File: config.mk
export PLATFORM = sky130hd
export DESIGN_NAME = uart_tx_param
export DESIGN_NICKNAME = d
export VERILOG_FILES = /design/src/rtl/uart_tx_param.sv
export SDC_FILE = /design/constraint.sdc
export NUM_CORES = 1
export LEC_CHECK = 0
export ABC_AREA = 1
export BUFFER_PORTS_ARGS = -buffer_cell sky130_fd_sc_hd__buf_2
export CAP_MARGIN = 20
export CORE_MARGIN = 3
export CORE_UTILIZATION = 56
export DETAILED_ROUTE_END_ITERATION = 8
export PLACE_DENSITY_LB_ADDON = 0.2
export SLEW_MARGIN = 10
export SYNTH_ARGS = -nofsm -noshare
export SYNTH_HDL_FRONTEND = slang
export SYNTH_SLANG_ARGS = --single-unit
File: constraint.sdc
create_clock -name clk -period 1.75 [get_ports clk]
set_input_delay 0.525 -clock clk [delete_from_list [all_inputs] [get_ports clk]]
set_output_delay 0.525 -clock clk [all_outputs]
set_load 0.005 [all_outputs]
File: src/rtl/uart_tx_param.sv
// uart_tx_param -- parametrised serial transmitter.
//
// Sends one DATA_W-bit word per frame in this order: a start bit (0), the
// data bits LSB first, an optional parity bit, then 1 or 2 stop bits (1).
// Every serial bit is held on the line for CLKS_PER_BIT clock cycles.
//
// Ports:
//   clk        sole clock, rising edge
//   rst        synchronous active-high reset; aborts any frame in flight
//   start_sig  request to send data_in; taken only while ready is high
//   data_in    payload word, sampled only on the accepting edge
//   ready      high only while idle
//   tx         registered serial line, idles high
//   busy       complement of ready
//   done       one-cycle pulse on the final cycle of the last stop bit
module uart_tx_param #(
    parameter int DATA_W       = 8,
    parameter int CLKS_PER_BIT = 16,
    parameter int PARITY_EN    = 1,
    parameter int PARITY_ODD   = 0,
    parameter int STOP_BITS    = 1
) (
    input  logic              clk,
    input  logic              rst,
    input  logic              start_sig,
    input  logic [DATA_W-1:0] data_in,
    output logic              ready,
    output logic              tx,
    output logic              busy,
    output logic              done
);

    localparam int BAUD_W = (CLKS_PER_BIT > 1) ? $clog2(CLKS_PER_BIT) : 1;
    localparam int BIT_W  = (DATA_W > 1) ? $clog2(DATA_W) : 1;

    localparam logic [BAUD_W-1:0] BAUD_LAST = BAUD_W'(CLKS_PER_BIT - 1);
    localparam logic [BIT_W-1:0]  BIT_LAST  = BIT_W'(DATA_W - 1);
    localparam logic              STOP_LAST = (STOP_BITS == 2);

    typedef enum logic [2:0] {
        IDLE,
        START,
        DATA,
        PARITY,
        STOP
    } state_t;

    state_t              stateQ, stateD;
    logic [BAUD_W-1:0]   baudQ, baudD;
    logic [BIT_W-1:0]    bitQ, bitD;
    logic                stopQ, stopD;
    logic [DATA_W-1:0]   shiftQ, shiftD;
    logic                parityQ, parityD;
    logic                txQ, txD;
    logic                readyQ, readyD;
    logic                busyQ, busyD;
    logic                doneQ, doneD;
    logic                baudLast;

    assign baudLast = (baudQ == BAUD_LAST);

    // Next-state logic. Every state holds its line level for a whole baud
    // period and then moves on, clearing the baud counter. The outputs are
    // derived from the *next* state so that they can be registered and still
    // line up with the state they describe. In particular, done is raised
    // one edge early, so that it is high on the final stop cycle itself.
    always_comb begin
        stateD  = stateQ;
        baudD   = baudQ;
        bitD    = bitQ;
        stopD   = stopQ;
        shiftD  = shiftQ;
        parityD = parityQ;

        case (stateQ)
            IDLE: begin
                if (start_sig) begin
                    shiftD  = data_in;
                    parityD = (^data_in) ^ (PARITY_ODD != 0);
                    baudD   = '0;
                    stateD  = START;
                end
            end
            START: begin
                if (baudLast) begin
                    baudD  = '0;
                    bitD   = '0;
                    stateD = DATA;
                end else begin
                    baudD = baudQ + BAUD_W'(1);
                end
            end
            DATA: begin
                if (baudLast) begin
                    baudD  = '0;
                    shiftD = shiftQ >> 1;
                    if (bitQ == BIT_LAST) begin
                        bitD   = '0;
                        stopD  = 1'b0;
                        stateD = (PARITY_EN != 0) ? PARITY : STOP;
                    end else begin
                        bitD = bitQ + BIT_W'(1);
                    end
                end else begin
                    baudD = baudQ + BAUD_W'(1);
                end
            end
            PARITY: begin
                if (baudLast) begin
                    baudD  = '0;
                    stopD  = 1'b0;
                    stateD = STOP;
                end else begin
                    baudD = baudQ + BAUD_W'(1);
                end
            end
            STOP: begin
                if (baudLast) begin
                    baudD = '0;
                    if (stopQ == STOP_LAST) begin
                        stateD = IDLE;
                    end else begin
                        stopD = 1'b1;
                    end
                end else begin
                    baudD = baudQ + BAUD_W'(1);
                end
            end
            default: begin
                stateD = IDLE;
                baudD  = '0;
            end
        endcase

        case (stateD)
            START:   txD = 1'b0;
            DATA:    txD = shiftD[0];
            PARITY:  txD = parityD;
            default: txD = 1'b1;
        endcase

        readyD = (stateD == IDLE);
        busyD  = (stateD != IDLE);
        doneD  = (stateD == STOP) && (baudD == BAUD_LAST) && (stopD == STOP_LAST);
    end

    // Register the whole machine. A reset takes effect from any state,
    // so a frame that is in flight is simply dropped, without a done pulse.
    always_ff @(posedge clk) begin
        if (rst) begin
            stateQ  <= IDLE;
            baudQ   <= '0;
            bitQ    <= '0;
            stopQ   <= 1'b0;
            shiftQ  <= '0;
            parityQ <= 1'b0;
            txQ     <= 1'b1;
            readyQ  <= 1'b1;
            busyQ   <= 1'b0;
            doneQ   <= 1'b0;
        end else begin
            stateQ  <= stateD;
            baudQ   <= baudD;
            bitQ    <= bitD;
            stopQ   <= stopD;
            shiftQ  <= shiftD;
            parityQ <= parityD;
            txQ     <= txD;
            readyQ  <= readyD;
            busyQ   <= busyD;
            doneQ   <= doneD;
        end
    end

    assign tx    = txQ;
    assign ready = readyQ;
    assign busy  = busyQ;
    assign done  = doneQ;

endmodule
After elaboration in Yosys (flattened, before gate mapping) --
Cells that the tools add are included.
Word-level totals: output and inout port bits 4, word-level logic and storage cells 66, register bits after elaboration 24
Cells by class: bitwise gates (word level) 1, multiplexer cells 27, equal/unequal tests 14, add/subtract/negate cells 2, reductions and logical operators 11
Operators with widths (number):
- 3-bit 2-to-1 mux | 10
- 8-bit 2-to-1 mux | 2
- 8-bit case mux with 2 select lines | 1
- 3-bit case mux with 5 select lines | 1
- 3-bit by 2-bit == test with 1-bit output, second input constant | 4
- 3-bit == test, second input constant | 3
- 4-bit == test, second input constant | 2
- 4-bit 2-to-1 mux | 2
- 4-bit case mux with 2 select lines | 1
- 8-bit XOR reduction | 1
- 1-bit 2-to-1 mux | 7
- 3-bit by 1-bit == test with 1-bit output, second input constant | 2
- 3-bit zero test | 2
- 2-bit != test, second input constant | 3
- 1-bit case mux with 3 select lines | 2
- 3-bit case mux with 2 select lines | 1
- 3-bit AND reduction | 2
- 4-bit by 1-bit adder with 4-bit output, second input constant | 1
- 2-bit nonzero test | 2
- 4-bit OR reduction | 1
- 3-bit by 1-bit adder with 3-bit output, second input constant | 1
- 3-bit nonzero test | 1
- 1-bit logical AND | 2
- 1-bit inverter | 1

Logic depth before layout (Yosys ltp) --
Gate-level depths: netlist (run 1).
depth in word-level cells 7, gate-level depth with buffers 11

Least setup slack after synthesis (run 1) --
Ideal clock, no wire load.
kind reg-to-reg, start register baudQ[0], end register txQ (netlist: tx), data required time 1.628 ns, arrival 1.218 ns, slack 0.410 ns, cell stages (with the launch flop) 8, library setup time 0.122 ns, buffers on the path 1, cells stage by stage dfxtp_1 ha_1 nand3_4 nor2_4 buf_4 nor2_1 o21ai_1 nand3_1
On the way: word-level cells in the longest chain between the ends 5, elaborated cells on any way between the ends 12
RTL lines:
- start, declared | line 49 | logic [BAUD_W-1:0] baudQ, baudD;
- start signal, assigned | line 163 | baudQ <= baudD;
- 4-bit == test * | line 60 | assign baudLast = (baudQ == BAUD_LAST);
- 3-bit 2-to-1 mux, on equally long branches
- 3-bit case mux with 5 select lines | line 75 | case (stateQ)
- 3-bit by 2-bit == test with 1-bit output / 3-bit by 1-bit == test with 1-bit output (equally long branches) | line 135 | case (stateD)
- 1-bit case mux with 3 select lines * | line 135
- end signal, assigned | line 168 | txQ <= txD;
- end, declared | line 54 | logic txQ, txD;
Every way passes the cells marked *; elsewhere a longest branch is shown, timed or not. The select of a mux whose other input is x is not followed. A chain may end at the register's enable or synchronous reset.

Worst setup path after layout (run 1) --
Same ends and word-level chain as after synthesis.

==> results of run 1 <==
-- stage by stage --
stage,cells,area (um^2)
3_5_place_dp,235,1400
6_report,238,1420
4_1_cts,238,1420
2_1_floorplan,196,1300
3_3_place_gp,235,1400
5_1_grt,238,1420
-- final timing paths --
| path | from | endpoint | slack (ns) | cells past startpoint |
|---|---|---|---|---|
| hold / removal | shiftQ[6] | shiftQ[6] | 0.47 | 2 |
| hold reg to reg | shiftQ[6] | shiftQ[6] | 0.47 | 2 |
| setup reg to reg | baudQ[0] | tx | 0.15 | 8 |
| setup / recovery | baudQ[0] | tx | 0.15 | 8 |
-- flip-flops by register name, indices dropped and copies added (netlist names) --
name and cells:
bitQ 3, tx 1, stopQ 1, done 1
busy 1, parityQ 1, baudQ 4, ready 1
shiftQ 8, stateQ 3
-- synthesized netlist by cell type (all sizes together) (2+ instances only) --
cell type	number	area (um^2)
nand2	64	243
nor2	34	155
dfxtp	24	480
inv	24	90.1
a21oi	13	68.8
nand3	9	67.6
a22oi	8	60.1
o21ai	5	25.0
ha	3	37.5
a31oi	2	12.5
buf	2	12.5
clkinv	2	7.51
xnor2	2	17.5
-- where the power goes --
| group | internal [W] | leakage [nW] | switching (W) |
|---|---|---|---|
| sequential | 0.000571 | 0.196 | 0.0000122 |
| clock | 0.0000805 | 0.0138 | 0.000154 |
| combinational | 0.0000605 | 0.485 | 0.000103 |
-- metal layers --
metal / track usage, % / vias to the layer above / routed length (um) / share of wire (%)
met5: 0 / - / 0 / 0
met4: 3.32 / 0 / 0 / 0
met3: 5.82 / 0 / 86 / 3.5
met2: 34.3 / 21 / 1140 / 46
met1: 24.2 / 557 / 1240 / 50
li1: - / 651 / - / -
-- kinds of logic (layout without fill, tap and decap cells) --
group	count (synthesis)	after routing
and+or+nand+nor	109	109
AOI/OAI and AO/OA	28	28
xor gates and xnor gates	3	3
buffers and inverters	29	44
adders and majority gates	3	3
DFF	24	24
-- worst min-delay path, stage by stage, from the launching register on --
cell and delay (ns):
dfxtp_1 0.33, nand2_1 0.06, a21oi_1 0.06
-- final cells by class --
class,count,area [um^2],area share [%]
clock buffers,3,22.5,1.59
repair buffers,15,77.6,5.47
well taps,27,33.8,2.38
multi-input cells,143,707,49.8
flip-flops and latches,24,480,33.9
inverters,26,97.6,6.88
==> flow_summary.ini, run 1 <==
[outcome]
outcome = completed

[finish]
mostFrequentLayoutCells = nand2_1, nor2_1, dfxtp_1, inv_1, buf_2
n_fill_cell = 187
final_util_pct = 68.1
syn_to_final_growth_pct = 9.04
drive_gt1_share_pct = 16.6
n_antenna_cell = 0
fin_nets = 227
final_common_cell = nand2_1

[routing]
final_antenna_net_count = 0
dr_total_vias = 1229
wl_per_cell_um = 10.4
firstDrtPassIters = 4
drc = 0
routed_wl_um = 2470
dr.first_iter.drc_count = 12
avgViaCountPerCell = 5.16

[cts]
cts_made_buffers = 3
cts_sinks = 24
clkTransAtPathRegs_ns = 0.13
clk_latency_ns = 0.31
cts_tree = yes
cts_hold_buf = 0
root_buffer = clkbuf_4
cts_resized = 0
cts_max_level = 1
cts.path.max_buffers = 2
cts_setup_buffers = 0

[sta]
timing.final.crit_share_pct = 91.4
layout_setup_ws_ns = 0.151
rsz0062_at_grt = no
whs_ns = 0.474
skew_ns = 0.0113
timing.fmax_mhz = 625
period_minus_slack_ns = 1.60
maxSlewViolCount = 0
setup_viol = 0
setup_tns_ns = 0
relSlewSlack_pct = 73.6
finalHoldViolations = 0
tightest_slew_ns = 0.395

[die]
die_area_um2 = 2940
core_area_um2 = 2080
fp.dieH_um = 54.2
rows = 16
ios = 15
chipWidth_um = 54.2
initial_core_util_pct = 62.5

[power_and_ir_drop]
p_leak_nw = 0.695
ir_drop_mv = 0.784
total_power_w = 0.000981
powerDensity_nw_per_um2 = 691

[logic_synthesis]
synth_edf_count = 0
avgSynthCellArea_um2 = 6.64
netlist_area_um2 = 1300
yosysWarnings = 0
ys_ff_latch = 24
synthCells = 196
synthSimpleGateAreaFrac_pct = 36.6
synth_compound_area_share_pct = 12.8
synthArstFlopShare_pct = 0
synth_top_family_by_area = simple AND/OR/NAND/NOR gates
synthXorXnorAreaFrac_pct = 2.02
syn_nets = 210
yosys.area_share.adder_pct = 2.88
ys_types = 26
seq_area_frac_synth_pct = 36.9
synthFlopType = dfxtp_1
synth.area.mux_share_pct = 0

[global_route]
grt_max_degree = 22
grt_pass1_wl_um = 4350
grt_pass1_vias = 1078
overflow = 0
grt_usage_pct = 19.7
antenna_found_initial = 0

[setup_path]
crit_path_frequent_cell = nor2_2
crit_chain = ha_1 > nand3_4 > nor2_4 > nand2_1 > nand2_2 > nor2_2 > nor2_2 > nand3_1
cp_slowest_cell = dfxtp_1
cp.required_ns = 1.97
cp_max_fo = 10
cp_data_arrival_time_ns = 1.82
path_class = reg -> reg
slowest_delay_ns = 0.37
crit_buf_inv = 0
critical_path.endpoint_type = register
startpoint_type = register
crit_family = simple AND/OR/NAND/NOR gates

[run]
cap_violations = 0

[placement]
io_buffer_count = 14
pre_cts_ws_ns = 0.163
gp_congestion = 0.910
place_hpwl_um = 1890

[worst_hold_path]
min_path_type = reg -> reg
Power figures use the tool's default switching activity.
==> run 2: changes to the inputs <==
==> constraint.sdc (replaced) <==
create_clock -name clk -period 1.75 [get_ports clk]
set_input_delay 0.4375 -clock clk [delete_from_list [all_inputs] [get_ports clk]]
set_output_delay 0.4375 -clock clk [all_outputs]
set_load 0.005 [all_outputs]
==> flow_summary.ini, run 2 (synthesized netlist as in run 1, its figures left out) <==
[finish]
final-seq-area_um2 = 480
final_util_pct = 70.7
syn_to_final_growth_pct = 13.1
top_regs = shiftQ: 8 flops, baudQ: 4 flops
drive_gt1_share_pct = 18.1
final_common_cell = nand2_1
regMostFlops = shiftQ
n_antenna_cell = 0
n_fill_cell = 186
multi_input_area_um2 = 707
largest_reg_flops = 8
fin_nets = 230
mostFrequentLayoutCells = nand2_1, nor2_1, dfxtp_1, inv_1, buf_2

[setup_path]
cp.required_ns = 1.98
startpoint_type = register
cp_data_arrival_time_ns = 1.74
path_class = reg -> reg
cp_max_fo = 9
critical_path.endpoint_type = register

[routing]
dr.first_iter.drc_count = 28
final_antenna_net_count = 0
firstDrtPassIters = 4
dr_total_vias = 1206
drc = 0
avgViaCountPerCell = 4.98
wl_per_cell_um = 10.0
routed_wl_um = 2430

[cts]
clk_latency_ns = 0.31
clkTransAtPathRegs_ns = 0.12
cts_made_buffers = 3
cts_sinks = 24
cts_tree = yes
root_buffer = clkbuf_4
cts_max_level = 1
cts_hold_buf = 0
cts.path.max_buffers = 2

[power_and_ir_drop]
switching_share_pct = 24.1
seqPwrFrac_pct = 51.2
powerDensity_nw_per_um2 = 773
p_comb_share_pct = 14.3
ir_drop_mv = 0.709
switchingPower_w = 0.000274
internal_power_w = 0.000863
p_leak_nw = 0.725
clkPwrFrac_pct = 34.5

[global_route]
grt_pass1_vias = 1028
grt_max_degree = 22
top_usage_layer = met2
grt_pass1_wl_um = 4230
grt_use_met1_pct = 24.5
use_met3_pct = 5.26
overflow = 0
grt_usage_pct = 19.2
antenna_found_initial = 0
grtUsageMet2_pct = 32.3

[sta]
setup_tns_ns = 0
tightest_slew_ns = 0.390
skew_ns = 0.00138
period_minus_slack_ns = 1.52
timing.fmax_mhz = 660
rsz0062_at_grt = no
maxSlewViolCount = 0
whs_ns = 0.453
timing.final.crit_share_pct = 86.6
finalHoldViolations = 0
setup_viol = 0
relSlewSlack_pct = 74.0

[worst_hold_path]
min_path_type = in -> reg

[outcome]
outcome = completed

[die]
core_area_um2 = 2080
chipWidth_um = 54.2
rows = 16
ios = 15
initial_core_util_pct = 62.5
die_area_um2 = 2940
fp.dieH_um = 54.2

[placement]
place_hpwl_um = 1900
io_buffer_count = 14
gp_congestion = 0.917

[run]
cap_violations = 0
-- run 2: worst paths after layout --
kind	slack, ns	depth (start not counted)	to	start
max	0.23	8	busy	baudQ[0]
min	0.45	3	shiftQ[7]	data_in[7]
max reg2reg	0.23	8	busy	baudQ[0]
min reg2reg	0.47	2	shiftQ[2]	shiftQ[2]
-- run 2: area by class of cell --
type                    count  area share [%]
well taps                  27            2.30
clock buffers               3            1.53
repair buffers             18            6.80
flip-flops and latches     24            32.7
inverters                  26            6.63
clock inverters             1            2.04
multi-input cells         143            48.0
-- run 2: power groups by stage --
stage	combinational, W	clock, W	sequential, W
4_1_cts	0.000162	0.000404	0.000583
6_report	0.000163	0.000392	0.000583
3_3_place_gp	0.000155	0	0.000594
5_1_grt	0.000187	0.000428	0.000586
3_5_place_dp	0.000162	0	0.000595
2_1_floorplan	0.000113	0	0.000594
-- run 2: critical path, stage by stage, from the launching register on --
cell and delay (ns):
dfxtp_1 0.39, ha_1 0.25, nand3_4 0.15, o21ai_1 0.15, nand2_1 0.11, nor2_2 0.15, nor2_2 0.06, nor2_2 0.14
inv_2 0.04
-- run 2: metrics by stage --
| step | power, W | setup WS [ns] | area (um^2) | cells |
|---|---|---|---|---|
| after floorplan | 0.000707 | 0.410 | 1300 | 196 |
| after global placement | 0.000749 | 0.244 | 1400 | 235 |
| after detailed placement | 0.000757 | 0.139 | 1400 | 235 |
| after CTS | 0.00115 | 0.124 | 1450 | 239 |
| after global routing | 0.00120 | 0.0529 | 1470 | 242 |
| final | 0.00114 | 0.234 | 1470 | 242 |
-- run 2: timing repair --
item                                    4_1_cts  5_1_grt
gates resized for setup                       0        0
setup buffers                                 0        3
endpoints found under the setup margin        0        3
-- run 2: routing by layer --
| metal | wire [um] | vias to the layer above |
|---|---|---|
| met5 | 0 | - |
| met2 | 1100 | 24 |
| li1 | - | 654 |
| met1 | 1210 | 522 |
| met4 | 21 | 0 |
| met3 | 94 | 6 |
